**config.mk**
```make
export PLATFORM = sky130hd
export DESIGN_NAME = fm0_tag_rx_flat
export DESIGN_NICKNAME = d
export VERILOG_FILES = /design/src/rtl/fm0_tag_rx_if.sv /design/src/rtl/fm0_tag_rx.sv /design/src/flat_wrapper.sv
export SDC_FILE = /design/constraint.sdc
export NUM_CORES = 1
export LEC_CHECK = 0
export ABC_CLOCK_PERIOD_IN_PS = 3900
export CORE_UTILIZATION = 35
export CTS_CLUSTER_DIAMETER = 80
export CTS_CLUSTER_SIZE = 10
export DETAILED_ROUTE_END_ITERATION = 12
export MAX_ROUTING_LAYER = met4
export PLACE_DENSITY_LB_ADDON = 0.1
export SKIP_CTS_REPAIR_TIMING = 1
export SYNTH_ARGS = -nofsm -noshare
export SYNTH_HDL_FRONTEND = slang
export SYNTH_SLANG_ARGS = --single-unit
```
**constraint.sdc**
```tcl
create_clock -name clk_50m -period 3.9 [get_ports clk_50m]
set_clock_uncertainty 0.05 [all_clocks]
set_input_delay 0.585 -clock clk_50m [delete_from_list [all_inputs] [get_ports clk_50m]]
set_output_delay 0.585 -clock clk_50m [all_outputs]
set_load 0.03 [all_outputs]
```
**src/rtl/fm0_tag_rx_if.sv**
```systemverilog
// Bundle between the reader controller and the FM0 backscatter receiver:
// arming level and tag line in, decoded bytes and frame status out.
interface fm0_tag_rx_if;
    logic       rx_en;
    logic       tag_data;
    logic [7:0] rx_byte;
    logic       rx_byte_vld;
    logic       rx_done;
    logic       rx_err;
    logic [7:0] rx_len;
    logic       rx_busy;

    modport master (
        output rx_en, tag_data,
        input  rx_byte, rx_byte_vld, rx_done, rx_err, rx_len, rx_busy
    );

    modport slave (
        input  rx_en, tag_data,
        output rx_byte, rx_byte_vld, rx_done, rx_err, rx_len, rx_busy
    );
endinterface

```
**src/rtl/fm0_tag_rx.sv**
```systemverilog
// FM0 baseband receiver: synchronises the tag line, times edge intervals,
// checks the preamble and emits payload bytes, closing each frame with done/err.
module fm0_tag_rx #(
    parameter int                 HALF_CYC    = 400,
    parameter int                 TOL_CYC     = 100,
    parameter int                 TIMEOUT_CYC = 1600,
    parameter int                 PRE_LEN     = 6,
    parameter logic [PRE_LEN-1:0] PREAMBLE    = 6'b101011
) (
    input logic        clk_50m,
    input logic        rst_n,
    fm0_tag_rx_if.slave bus
);

    localparam int                PCNT_W    = $clog2(PRE_LEN);
    localparam logic [11:0]       SHORT_MIN = 12'(HALF_CYC - TOL_CYC);
    localparam logic [11:0]       SHORT_MAX = 12'(HALF_CYC + TOL_CYC);
    localparam logic [11:0]       LONG_MIN  = 12'(2 * HALF_CYC - TOL_CYC);
    localparam logic [11:0]       LONG_MAX  = 12'(2 * HALF_CYC + TOL_CYC);
    localparam logic [11:0]       TMO_C     = 12'(TIMEOUT_CYC);
    localparam logic [PCNT_W-1:0] PCNT_ONE  = PCNT_W'(1);
    localparam logic [PCNT_W-1:0] PCNT_LAST = PCNT_W'(PRE_LEN - 1);

    typedef enum logic [2:0] {S_IDLE, S_ARMED, S_PRE, S_DATA, S_ERR, S_DONE} state_t;
    state_t r_state, w_state_nxt;

    logic               r_sync1, r_sync2, r_sync3;
    logic [11:0]        r_cnt;
    logic [11:0]        w_ival;
    logic               w_edge, w_short, w_long, w_bad, w_tmo;
    logic               w_bit_vld, w_bit, w_dec_err, w_pre_ok, w_term_ok;
    logic               r_half;
    logic [PRE_LEN-1:0] r_pre_sr;
    logic [PCNT_W-1:0]  r_pcnt;
    logic               r_hold, r_hold_vld;
    logic [6:0]         r_sr;
    logic [2:0]         r_bcnt;
    logic [7:0]         r_byte, r_len;
    logic               r_vld;
    logic               w_busy, w_done, w_err;

    always_ff @(posedge clk_50m or negedge rst_n) begin
        if (!rst_n) begin
            r_sync1 <= 1'b1;
            r_sync2 <= 1'b1;
            r_sync3 <= 1'b1;
        end else begin
            r_sync1 <= bus.tag_data;
            r_sync2 <= r_sync1;
            r_sync3 <= r_sync2;
        end
    end

    assign w_edge = r_sync2 ^ r_sync3;

    always_ff @(posedge clk_50m or negedge rst_n) begin
        if (!rst_n)                r_cnt <= '0;
        else if (w_edge)           r_cnt <= '0;
        else if (r_cnt != TMO_C)   r_cnt <= r_cnt + 12'd1;
    end

    // r_cnt restarts at 0 the cycle after an edge, so +1 gives the true spacing
    assign w_ival    = r_cnt + 12'd1;
    assign w_short   = (w_ival >= SHORT_MIN) && (w_ival <= SHORT_MAX);
    assign w_long    = (w_ival >= LONG_MIN)  && (w_ival <= LONG_MAX);
    assign w_bad     = !w_short && !w_long;
    assign w_tmo     = !w_edge && (r_cnt == TMO_C);
    assign w_bit_vld = w_edge && ((w_long && !r_half) || (w_short && r_half));
    assign w_bit     = w_long;
    assign w_dec_err = w_edge && (w_bad || (w_long && r_half));
    assign w_pre_ok  = (w_bit == r_pre_sr[PRE_LEN-1]);
    assign w_term_ok = r_hold_vld && r_hold && (r_bcnt == 3'd0) && !r_half;

    always_ff @(posedge clk_50m or negedge rst_n) begin
        if (!rst_n) r_state <= S_IDLE;
        else        r_state <= w_state_nxt;
    end

    always_comb begin
        w_state_nxt = r_state;
        if (!bus.rx_en) begin
            w_state_nxt = S_IDLE;
        end else begin
            case (r_state)
                S_IDLE:  w_state_nxt = S_ARMED;
                S_ARMED: if (w_edge) w_state_nxt = S_PRE;
                S_PRE: begin
                    if (w_dec_err || w_tmo || (w_bit_vld && !w_pre_ok)) w_state_nxt = S_ERR;
                    else if (w_bit_vld && (r_pcnt == PCNT_LAST))        w_state_nxt = S_DATA;
                end
                S_DATA: begin
                    if (w_dec_err)  w_state_nxt = S_ERR;
                    else if (w_tmo) w_state_nxt = w_term_ok ? S_DONE : S_ERR;
                end
                default: w_state_nxt = S_IDLE;
            endcase
        end
    end

    always_comb begin
        w_busy = 1'b0;
        w_done = 1'b0;
        w_err  = 1'b0;
        case (r_state)
            S_PRE, S_DATA: w_busy = 1'b1;
            S_ERR:         w_err  = bus.rx_en;
            S_DONE:        w_done = bus.rx_en;
            default:       ;
        endcase
    end

    // Each decoded payload bit is held back one slot so the trailing dummy bit
    // never reaches the byte shifter.
    always_ff @(posedge clk_50m or negedge rst_n) begin
        if (!rst_n) begin
            r_half     <= 1'b0;
            r_pre_sr   <= '0;
            r_pcnt     <= '0;
            r_hold     <= 1'b0;
            r_hold_vld <= 1'b0;
            r_sr       <= '0;
            r_bcnt     <= '0;
            r_byte     <= '0;
            r_len      <= '0;
            r_vld      <= 1'b0;
        end else begin
            r_vld <= 1'b0;
            if (!bus.rx_en) begin
                r_len      <= '0;
                r_half     <= 1'b0;
                r_hold_vld <= 1'b0;
                r_bcnt     <= '0;
            end else if (r_state == S_ARMED) begin
                if (w_edge) begin
                    r_len      <= '0;
                    r_half     <= 1'b0;
                    r_hold_vld <= 1'b0;
                    r_bcnt     <= '0;
                    r_pcnt     <= '0;
                    r_pre_sr   <= PREAMBLE;
                end
            end else if ((r_state == S_PRE) || (r_state == S_DATA)) begin
                if (w_edge && w_short) r_half <= !r_half;
                if (w_bit_vld && (r_state == S_PRE)) begin
                    r_pre_sr <= r_pre_sr << 1;
                    r_pcnt   <= r_pcnt + PCNT_ONE;
                end
                if (w_bit_vld && (r_state == S_DATA)) begin
                    r_hold     <= w_bit;
                    r_hold_vld <= 1'b1;
                    if (r_hold_vld) begin
                        r_sr   <= {r_sr[5:0], r_hold};
                        r_bcnt <= r_bcnt + 3'd1;
                        if (r_bcnt == 3'd7) begin
                            r_byte <= {r_sr, r_hold};
                            r_vld  <= 1'b1;
                            if (r_len != 8'hFF) r_len <= r_len + 8'd1;
                        end
                    end
                end
            end
        end
    end

    assign bus.rx_byte     = r_byte;
    assign bus.rx_byte_vld = r_vld;
    assign bus.rx_len      = r_len;
    assign bus.rx_busy     = w_busy;
    assign bus.rx_done     = w_done;
    assign bus.rx_err      = w_err;

endmodule

```
**src/flat_wrapper.sv**
```systemverilog
// flat-port wrapper written by rule: the top's interface ports become plain ports
module fm0_tag_rx_flat 
#(
    parameter int                 HALF_CYC    = 400,
    parameter int                 TOL_CYC     = 100,
    parameter int                 TIMEOUT_CYC = 1600,
    parameter int                 PRE_LEN     = 6,
    parameter logic [PRE_LEN-1:0] PREAMBLE    = 6'b101011
)
  (clk_50m, rst_n, bus_rx_en, bus_tag_data, bus_rx_byte, bus_rx_byte_vld, bus_rx_done, bus_rx_err, bus_rx_len, bus_rx_busy);
  fm0_tag_rx_if bus_i ();
  input logic clk_50m;
  input logic rst_n;
  input wire logic [$bits(bus_i.rx_en)-1:0] bus_rx_en;
  input wire logic [$bits(bus_i.tag_data)-1:0] bus_tag_data;
  output wire logic [$bits(bus_i.rx_byte)-1:0] bus_rx_byte;
  output wire logic [$bits(bus_i.rx_byte_vld)-1:0] bus_rx_byte_vld;
  output wire logic [$bits(bus_i.rx_done)-1:0] bus_rx_done;
  output wire logic [$bits(bus_i.rx_err)-1:0] bus_rx_err;
  output wire logic [$bits(bus_i.rx_len)-1:0] bus_rx_len;
  output wire logic [$bits(bus_i.rx_busy)-1:0] bus_rx_busy;
  assign bus_i.rx_en = bus_rx_en;
  assign bus_i.tag_data = bus_tag_data;
  assign bus_rx_byte = bus_i.rx_byte;
  assign bus_rx_byte_vld = bus_i.rx_byte_vld;
  assign bus_rx_done = bus_i.rx_done;
  assign bus_rx_err = bus_i.rx_err;
  assign bus_rx_len = bus_i.rx_len;
  assign bus_rx_busy = bus_i.rx_busy;
  fm0_tag_rx #(.HALF_CYC(HALF_CYC), .TOL_CYC(TOL_CYC), .TIMEOUT_CYC(TIMEOUT_CYC), .PRE_LEN(PRE_LEN), .PREAMBLE(PREAMBLE)) u_core (.clk_50m(clk_50m), .rst_n(rst_n), .bus(bus_i));
endmodule
```
== Word level (Yosys, flattened, before mapping) ==
Cells that the tools add are included.
Cells by class
  $add $sub $neg: 4
  $lt $le $gt $ge: 4
  eq/ne operators: 21
  mux-type cells: 49
  bitwise logic cells: 2
  reduce and logical (&&, ||, !) cells: 42
Operators by type and width (count)
  $mux W8: 8
  $mux W3: 15
  $mux W12: 2
  $mux W6: 4
  $mux W1: 19
  $ne A3 B1 Y1 const B: 6
  $logic_and A1 B1 Y1: 17
  $add A12 B1 Y12 const B: 1
  $eq A12 B11 Y1 const B: 1
  $eq A3 B3 Y1 const B: 4
  $ge A12 B10 Y1 const B: 1
  $ge A12 B9 Y1 const B: 1
  $le A12 B10 Y1 const B: 1
  $le A12 B9 Y1 const B: 1
  $ne A12 B11 Y1 const B: 1
  $pmux W3 S4: 1
  $reduce_and A4 Y1: 3
  $reduce_and A6 Y1: 2
  $reduce_and A3 Y1: 3
  $add A8 B1 Y8 const B: 1
  $ne A4 B2 Y1 const B: 2
  $ne A8 B8 Y1 const B: 1
  $add A3 B1 Y3 const B: 2
  $eq A3 B2 Y1 const B: 2
  12 further kinds: 23
Word-level totals
  flip-flop bits (word level): 57
  bits of input ports: 4
  logic and storage cells: 137

== Depth between registers and ports, before layout ==
Gate-level depths: netlist of the first run.
  word-level depth: 12
  mapped depth: 13
  gate-level depth less buffers: 10

== Least setup slack after synthesis of the first run ==
OpenSTA, ideal clock, no wires.
  path type: register to register
  start: reg u_core.r_cnt[0]
  end: reg u_core.r_sr[0]
  library setup time: 0.127 ns
  arrival: 2.898 ns
  data required time: 3.723 ns
  path slack: 0.824 ns
  cell stages (with the launch flop): 13
  cell sequence: dfrtp_1 > ha_1 > buf_2 > and3_1 > a31oi_1 > a21oi_1 > o211a_1 > or4_4 > buf_6 > mux2i_4 > and4_4 > buf_6 > mux2_1
Between the ends
  longest elaborated chain between the ends: 8
Ends and longest elaborated chain
  start, declared: line fm0_tag_rx.sv:28  | logic [11:0] r_cnt;
  start signal, assigned: line fm0_tag_rx.sv:59  | else if (r_cnt != TMO_C) r_cnt <= r_cnt + 12'd1;
  $add A12 B1 Y12 *: line fm0_tag_rx.sv:63  | assign w_ival = r_cnt + 12'd1;
  $ge A12 B10 Y1 (tied with other cells): line fm0_tag_rx.sv:65  | assign w_long = (w_ival >= LONG_MIN) && (w_ival <= LONG_MAX);
  $logic_and A1 B1 Y1 (on tied branches): line fm0_tag_rx.sv:65, fm0_tag_rx.sv:64
  $logic_and A1 B1 Y1: line fm0_tag_rx.sv:68  | assign w_bit_vld = w_edge && ((w_long && !r_half) || (w_short && r_half));
  $logic_or A1 B1 Y1 *: line fm0_tag_rx.sv:68
  $logic_and A1 B1 Y1 *: line fm0_tag_rx.sv:68
  $logic_and A1 B1 Y1 *: line fm0_tag_rx.sv:148  | if (w_bit_vld && (r_state == S_DATA)) begin
  $reduce_and A5 Y1 (no source line) *
  end signal, assigned: line fm0_tag_rx.sv:152  | r_sr <= {r_sr[5:0], r_hold};
  end, declared: line fm0_tag_rx.sv:36  | logic [6:0] r_sr;
Mark *: on every way between the ends. The rest lies on a longest branch, timed or not.
A chain may end at the register's enable or synchronous reset.

== Worst setup path after layout of the first run ==
  start: reg u_core.r_cnt[0]
  end: reg u_core.r_byte[2] (netlist: u_core.bus.rx_byte[2])
Between the ends
  longest elaborated chain between the ends: 8
Ends and longest elaborated chain
  $add A12 B1 Y12 *: line fm0_tag_rx.sv:63
  $ge A12 B10 Y1 (tied with other cells): line fm0_tag_rx.sv:65
  $logic_and A1 B1 Y1 (on tied branches): line fm0_tag_rx.sv:65, fm0_tag_rx.sv:64
  $logic_and A1 B1 Y1: line fm0_tag_rx.sv:68
  $logic_or A1 B1 Y1 *: line fm0_tag_rx.sv:68
  $logic_and A1 B1 Y1 *: line fm0_tag_rx.sv:68
  $logic_and A1 B1 Y1 *: line fm0_tag_rx.sv:148
  $reduce_and A6 Y1 (no source line) *
  end signal, assigned: line fm0_tag_rx.sv:155  | r_byte <= {r_sr, r_hold};
  end, declared: line fm0_tag_rx.sv:38  | logic [7:0] r_byte, r_len;
Marks and branches as above.

==> flow_metrics.env, run 1 <==
export IMPL_final_setup_worst_slack_ns=0.510
export IMPL_rsz0062_at_grt="no"
export IMPL_wl_per_cell_microns=15.0
export IMPL_layout_commonest_cell="dfrtp_1"
export IMPL_critPathArrivalTime_ns=3.55
export IMPL_hold_class="input pin to asynchronous set/reset pin"
export IMPL_p_int_mw=1.13
export IMPL_r2r_start="u_core.r_cnt[0]"
export IMPL_place_gp_congestion=0.800
export IMPL_cp_cell_sequence="ha_1 -> and3_1 -> a31oi_1 -> a21oi_1 -> o211a_1 -> or4_4 -> mux2i_4 -> and4_4 -> nand2_8 -> mux2_4"
export IMPL_relSlewSlack_pct=35.6
export IMPL_grt_usage_pct=16.1
export IMPL_final_cell_mix="dfrtp_1, nor2_1, nand2_1, clkdlybuf4s50_1, o21ai_0"
export IMPL_sw_frac_of_total_pct=26.7
export IMPL_synth_seq_cells=57
export IMPL_clock_sinks=57
export IMPL_fin_crit_sh_pct=86.9
export IMPL_grt_max_degree=35
export IMPL_synthArstFlopShare_pct=100
export IMPL_core_sq_um=8720
export IMPL_drt_initial_drc_count=121
export IMPL_antenna_left=0
export IMPL_die_w_microns=97.0
export IMPL_hold_viol_final=0
export IMPL_fillCellCount=853
export IMPL_tightest_slew_ns=0.966
export IMPL_synthTopCellsByArea="dfrtp_1, mux2_4, nor2_1"
export IMPL_cts_made_buffers=9
export IMPL_seqPwrFrac_pct=44.4
export IMPL_netlist_area_sq_um=3160
export IMPL_h_tree_depth=3
export IMPL_reg2reg_depth=10
export IMPL_clock_root_buffer="clkbuf_8"
export IMPL_die_y_microns=97.0
export IMPL_cts_path_max_buffers=2
export IMPL_drc_errors=0
export IMPL_min_period_ns=3.39
export IMPL_grt_pass1_wl_microns=11900
export IMPL_dieArea_sq_um=9410
export IMPL_synthFlopType="dfrtp_1"
export IMPL_ir_drop_mv=0.204
export IMPL_status="complete, no violations"
export IMPL_nets=350
export IMPL_setup_viol=0
export IMPL_dp_slack_ns=0.513
export IMPL_routed_via_count=2388
export IMPL_rows=34
export IMPL_start_util_pct=36.2
export IMPL_clk_latency_ns=0.33
export IMPL_max_stage_delay_ns=0.60
export IMPL_synthCells=315
export IMPL_syn2layout_area_growth_pct=17.1
export IMPL_path_max_fanout=17
export IMPL_fmax_ghz=0.295
export IMPL_clk_pin_slew_ns=0.06
export IMPL_powerDensity_nw_per_um2=418
export IMPL_fin_worst_hold_slack_ns=0.299
export IMPL_first_global_vias=2348
export IMPL_dp_hpwl_microns=4770
export IMPL_synth_top_area_share_pct=42.8
export IMPL_cts_tree="built"
export IMPL_p_leak_nw=1.59
export IMPL_io_pins=24
export IMPL_yosysWarnings=0
export IMPL_design_area_sq_um=3700
export IMPL_wl_microns=6750
export IMPL_regArea_sq_um=1430
export IMPL_tns_ns=0
export IMPL_p_sw_mw=0.413
export IMPL_startpoint_type="flip-flop"
export IMPL_io_buffers=23
export IMPL_synthesis_nets=327
export IMPL_grt_overflow=0
export IMPL_clockPowerShare_pct=41.1
export IMPL_crit_family="simple AND/OR/NAND/NOR gates"
export IMPL_timing_rr_end="u_core.bus.rx_byte[2]"
export IMPL_crit_slowest_cell="or4_4"
export IMPL_antenna_cells=0
export IMPL_antenna_found_initial=0
export IMPL_combinationalPowerShare_pct=14.4
export IMPL_syn_mean_instance_area_sq_um=10.0
export IMPL_viasPerCell=5.31
export IMPL_worst_path_stages=10
export IMPL_drive_gt1_share_pct=13.2
export IMPL_cap_violations=0
export IMPL_first_pass_iters=4
export IMPL_utilization_pct=42.4
export IMPL_placed_area_sq_um=3470
export IMPL_critical_path_buf_inv_count=0
export IMPL_synth_edf_count=0
export IMPL_required_ns=4.06
export IMPL_multiInputGateArea_sq_um=1610
export IMPL_worstSetupPathType="flip-flop to flip-flop"
export IMPL_yosys_area_top_type="dfrtp_1"
export IMPL_rrSetupSlack_ns=0.51
export IMPL_cp_end_kind="flip-flop"
export IMPL_ys_seq_area_share_pct=45.3
export IMPL_ys_types=59
export IMPL_maxSlewViolCount=0
==> cells in the mapped netlist (all sizes together) (2+ instances only) <==
cell type / n
dfrtp: 54
nor2: 33
nand2: 27
o21ai: 20
mux2: 17
nand3: 15
a21oi: 12
buf: 10
nor3: 9
ha: 8
inv: 8
nand2b: 8
and3: 7
xnor2: 7
clkbuf: 6
a31oi: 5
nand4: 5
o211ai: 5
xor2: 5
a21o: 4
a22o: 4
mux2i: 4
or3: 4
and2: 3
dfstp: 3
nor2b: 3
o31ai: 3
a311o: 2
a31o: 2
a32o: 2
and4: 2
nand4b: 2
nor4b: 2
o21a: 2
o22ai: 2
or4: 2
==> flip-flops by register name (all words and copies together), names as in the netlist, 3 cells and up <==
register and count:
u_core.r_pcnt 3, u_core.bus.rx_len 8, u_core.bus.rx_byte 8, u_core.r_state 3
u_core.r_bcnt 3, u_core.r_cnt 12, u_core.r_pre_sr 6, u_core.r_sr 7
==> area by class of cell <==
type	instances	share of cell area, %
Timing Repair Buffer	28	7.10
Clock buffer	13	4.57
Tap cell	108	3.65
Clock inverter	2	1.62
Inverter	8	0.812
Sequential cell	57	38.7
Multi-Input combinational cell	234	43.6
==> through the flow <==
stage                     total power, mW  std cells
after CTS                            1.58        450
final                                1.55        450
after global routing                 1.64        450
after floorplan                     0.851        315
after global placement              0.923        435
after detailed placement            0.927        435
==> layer usage <==
metal / share of wire, % / up-vias / track usage, %
li1: - / 1189 / -
met1: 49 / 1155 / 21.3
met2: 46 / 36 / 23.7
met3: 3.5 / 8 / 4.34
met4: 1.3 / 0 / 5.51
met5: 0 / - / -
==> worst max-delay path by stage <==
stage	from	to	slack, ns
6_report	u_core.r_cnt[0]	u_core.bus.rx_byte[2]	0.51
5_1_grt	u_core.r_cnt[0]	u_core.r_pcnt[2]	0.12
4_1_cts	u_core.r_cnt[0]	u_core.bus.rx_byte[2]	0.51
3_5_place_dp	u_core.r_cnt[0]	u_core.bus.rx_byte[4]	0.51
3_3_place_gp	u_core.r_cnt[0]	u_core.bus.rx_byte[7]	0.57
2_1_floorplan	u_core.r_cnt[0]	u_core.r_sr[0]	0.82
==> power by group through the flow <==
stage / logic [mW] / registers [mW] / clock network (mW)
finish: 0.223 / 0.687 / 0.635
global route: 0.262 / 0.696 / 0.679
CTS: 0.230 / 0.688 / 0.662
detailed placement: 0.228 / 0.699 / 0
global placement: 0.227 / 0.696 / 0
floorplan: 0.171 / 0.680 / 0
==> logic make-up after synthesis <==
kind of cell	Yosys count	synth area share, %
and+or+nand+nor	125	21.3
AOI/OAI and AO/OA	68	14.6
DFF	57	45.3
buffers and inverters	24	3.68
muxes	21	8.67
xor gates and xnor gates	12	3.33
adders and majority gates	8	3.17
Note: power is estimated with default switching activity, not from simulation.
==> inputs of run 2 (changes only) <==
--- a/config.mk
+++ b/config.mk
@@ -6,12 +6,14 @@
 export NUM_CORES = 1
 export LEC_CHECK = 0
 export ABC_CLOCK_PERIOD_IN_PS = 3900
+export CORE_MARGIN = 1
 export CORE_UTILIZATION = 35
-export CTS_CLUSTER_DIAMETER = 80
+export CTS_CLUSTER_DIAMETER = 50
 export CTS_CLUSTER_SIZE = 10
 export DETAILED_ROUTE_END_ITERATION = 12
 export MAX_ROUTING_LAYER = met4
 export PLACE_DENSITY_LB_ADDON = 0.1
+export RECOVER_POWER = 100
 export SKIP_CTS_REPAIR_TIMING = 1
 export SYNTH_ARGS = -nofsm -noshare
 export SYNTH_HDL_FRONTEND = slang
==> run 2 against run 1 <==
  * The run now ends with max-capacitance violations, max-slew violations left
  * Hold slack improved by 0.012 ns
  * Wire length rose by 0.47%
  * Via count rose by 0.80%
  * Die area did not move
  * Critical endpoint is now u_core.bus.rx_byte[7]
  * Largest power group unchanged
  * Highest routed layer unchanged
==> flow_metrics.env, run 2 (synthesis gave the netlist of run 1 again) <==
export IMPL_largest_register="u_core.r_cnt"
export IMPL_die_y_microns=97.0
export IMPL_design_area_sq_um=3630
export IMPL_syn2layout_area_growth_pct=14.8
export IMPL_clk_pin_slew_ns=0.07
export IMPL_maxSlewViolCount=35
export IMPL_path_max_fanout=17
export IMPL_grt_overflow=0
export IMPL_final_cells=450
export IMPL_p_leak_nw=1.63
export IMPL_required_ns=4.06
export IMPL_tns_ns=0
export IMPL_viasPerCell=5.35
export IMPL_seqPwrFrac_pct=44.5
export IMPL_reg2reg_depth=10
export IMPL_relSlewSlack_pct=-29.4
export IMPL_min_to="u_core.r_sync2"
export IMPL_hold_start="u_core.r_sync1"
export IMPL_antenna_found_initial=0
export IMPL_route_met3_wl_microns=264
export IMPL_start_util_pct=36.2
export IMPL_violations="max-capacitance violations, max-slew violations"
export IMPL_fillCellCount=868
export IMPL_placed_area_sq_um=3470
export IMPL_worstSetupPathType="flip-flop to flip-flop"
export IMPL_cap_violations=1
export IMPL_h_tree_depth=3
export IMPL_dieArea_sq_um=9410
export IMPL_dp_hpwl_microns=4770
export IMPL_status="complete, but fails checks"
export IMPL_grt_max_degree=35
export IMPL_clockPowerShare_pct=41.1
export IMPL_timing_rr_end="u_core.bus.rx_byte[7]"
export IMPL_rrSetupSlack_ns=0.40
export IMPL_hold_viol_final=0
export IMPL_die_w_microns=97.0
export IMPL_combinationalPowerShare_pct=14.4
export IMPL_ir_drop_mv=0.204
export IMPL_rsz0062_at_grt="no"
export IMPL_drc_errors=0
export IMPL_layout_commonest_cell="dfrtp_1"
export IMPL_cts_made_buffers=9
export IMPL_core_sq_um=8720
export IMPL_power_mw=1.54
export IMPL_wl_per_cell_microns=15.1
export IMPL_final_cell_mix="dfrtp_1, nor2_1, nand2_1, dlygate4sd3_1, o21ai_0"
export IMPL_r2r_start="u_core.r_cnt[0]"
export IMPL_dr_max_layer_used="met4"
export IMPL_io_pins=24
export IMPL_clock_root_buffer="clkbuf_8"
export IMPL_setup_viol=0
export IMPL_powerDensity_nw_per_um2=426
export IMPL_clock_sinks=57
export IMPL_rows=34
export IMPL_cts_path_max_buffers=2
export IMPL_startpoint_type="flip-flop"
export IMPL_io_buffers=23
export IMPL_dpl_cell_count=435
export IMPL_first_pass_iters=4
export IMPL_fmax_ghz=0.286
export IMPL_antenna_cells=0
export IMPL_wl_microns=6780
export IMPL_p_int_mw=1.13
export IMPL_place_gp_congestion=0.800
export IMPL_tightest_slew_ns=1.94
export IMPL_hold_path_cell_count=0
export IMPL_cts_tree="built"
export IMPL_routed_wl_met2_microns=3080
export IMPL_clk_latency_ns=0.33
export IMPL_cp_end_kind="flip-flop"
export IMPL_critPathArrivalTime_ns=3.66
export IMPL_first_global_vias=2348
export IMPL_nets=350
export IMPL_drt_met1_wl_microns=3350
export IMPL_drive_gt1_share_pct=8.19
export IMPL_hold_class="flip-flop to flip-flop"
export IMPL_fin_crit_sh_pct=89.8
export IMPL_largest_reg_flops=12
export IMPL_p_sw_mw=0.414
export IMPL_grt_usage_pct=16.1
export IMPL_min_period_ns=3.50
export IMPL_routed_via_count=2407
export IMPL_antenna_left=0
export IMPL_grt_pass1_wl_microns=11900
export IMPL_drt_initial_drc_count=125
export IMPL_sw_frac_of_total_pct=26.8
-- run 2: changes by cell type in the layout (fill, tap and decap cells not counted), moves of 2 or more --
cell	delta
clkbuf_1	+2
dlygate4sd3_1	+21
mux2_4	-8
clkdlybuf4s50_1	-21
mux2_1	+9
-- run 2: worst max-delay path by stage --
| stage | from | endpoint | slack, ns | cells after the start |
|---|---|---|---|---|
| 6_report | u_core.r_cnt[0] | u_core.bus.rx_byte[7] | 0.40 | 10 |
| 5_1_grt | u_core.r_cnt[0] | u_core.r_pcnt[2] | 0.08 | 10 |
| 4_1_cts | u_core.r_cnt[0] | u_core.bus.rx_byte[2] | 0.51 | 10 |
| 3_5_place_dp | u_core.r_cnt[0] | u_core.bus.rx_byte[4] | 0.51 | 10 |
| 3_3_place_gp | u_core.r_cnt[0] | u_core.bus.rx_byte[7] | 0.57 | 10 |
| 2_1_floorplan | u_core.r_cnt[0] | u_core.r_sr[0] | 0.82 | 12 |
-- run 2: per-layer routing --
layer	GRT usage, %	vias to the layer above
met5	-	-
met3	4.34	8
met4	5.51	0
met2	23.7	52
met1	21.3	1163
li1	-	1184
-- run 2: power groups by stage --
| stage | combinational (mW) | sequential [mW] | clock (mW) |
|---|---|---|---|
| floorplan | 0.171 | 0.680 | 0 |
| global placement | 0.227 | 0.696 | 0 |
| finish | 0.222 | 0.687 | 0.635 |
| CTS | 0.230 | 0.688 | 0.662 |
| global route | 0.260 | 0.696 | 0.679 |
| detailed placement | 0.228 | 0.699 | 0 |
-- run 2: worst max-delay path, stage by stage, from the launching register on --
cell and delay (ns):
dfrtp_1 0.44, ha_1 0.41, and3_1 0.32, a31oi_1 0.18, a21oi_1 0.06, o211a_1 0.21
or4_4 0.57, mux2i_1 0.30, and4_4 0.41, nand2_8 0.10, mux2_1 0.33
-- run 2: stage by stage --
stage / setup slack [ns] / utilization [%] / hold slack, ns
floorplan: 0.824 / - / 0.239
CTS: 0.508 / 42.4 / 0.307
global placement: 0.571 / 39.8 / 0.296
detailed placement: 0.513 / 39.8 / 0.297
global route: 0.0757 / 41.6 / 0.316
finish: 0.399 / 41.6 / 0.311
-- run 2: layout make-up --
class | count | area, sq um | share of cell area (%)
Tap cell | 108 | 135 | 3.73
Sequential cell | 57 | 1430 | 39.4
Clock buffer | 13 | 169 | 4.66
Timing Repair Buffer | 28 | 258 | 7.11
Clock inverter | 2 | 60.1 | 1.66
Multi-Input combinational cell | 234 | 1540 | 42.6
Inverter | 8 | 30.0 | 0.828
==> inputs of run 3 (changes only) <==
--- a/config.mk
+++ b/config.mk
@@ -14,6 +14,7 @@
 export MAX_ROUTING_LAYER = met4
 export PLACE_DENSITY_LB_ADDON = 0.1
 export RECOVER_POWER = 100
+export SETUP_SLACK_MARGIN = 0.02
 export SKIP_CTS_REPAIR_TIMING = 1
 export SYNTH_ARGS = -nofsm -noshare
 export SYNTH_HDL_FRONTEND = slang
==> results of run 3 <==
No change in the layout: final DEF, timing and power equal those of run 2.
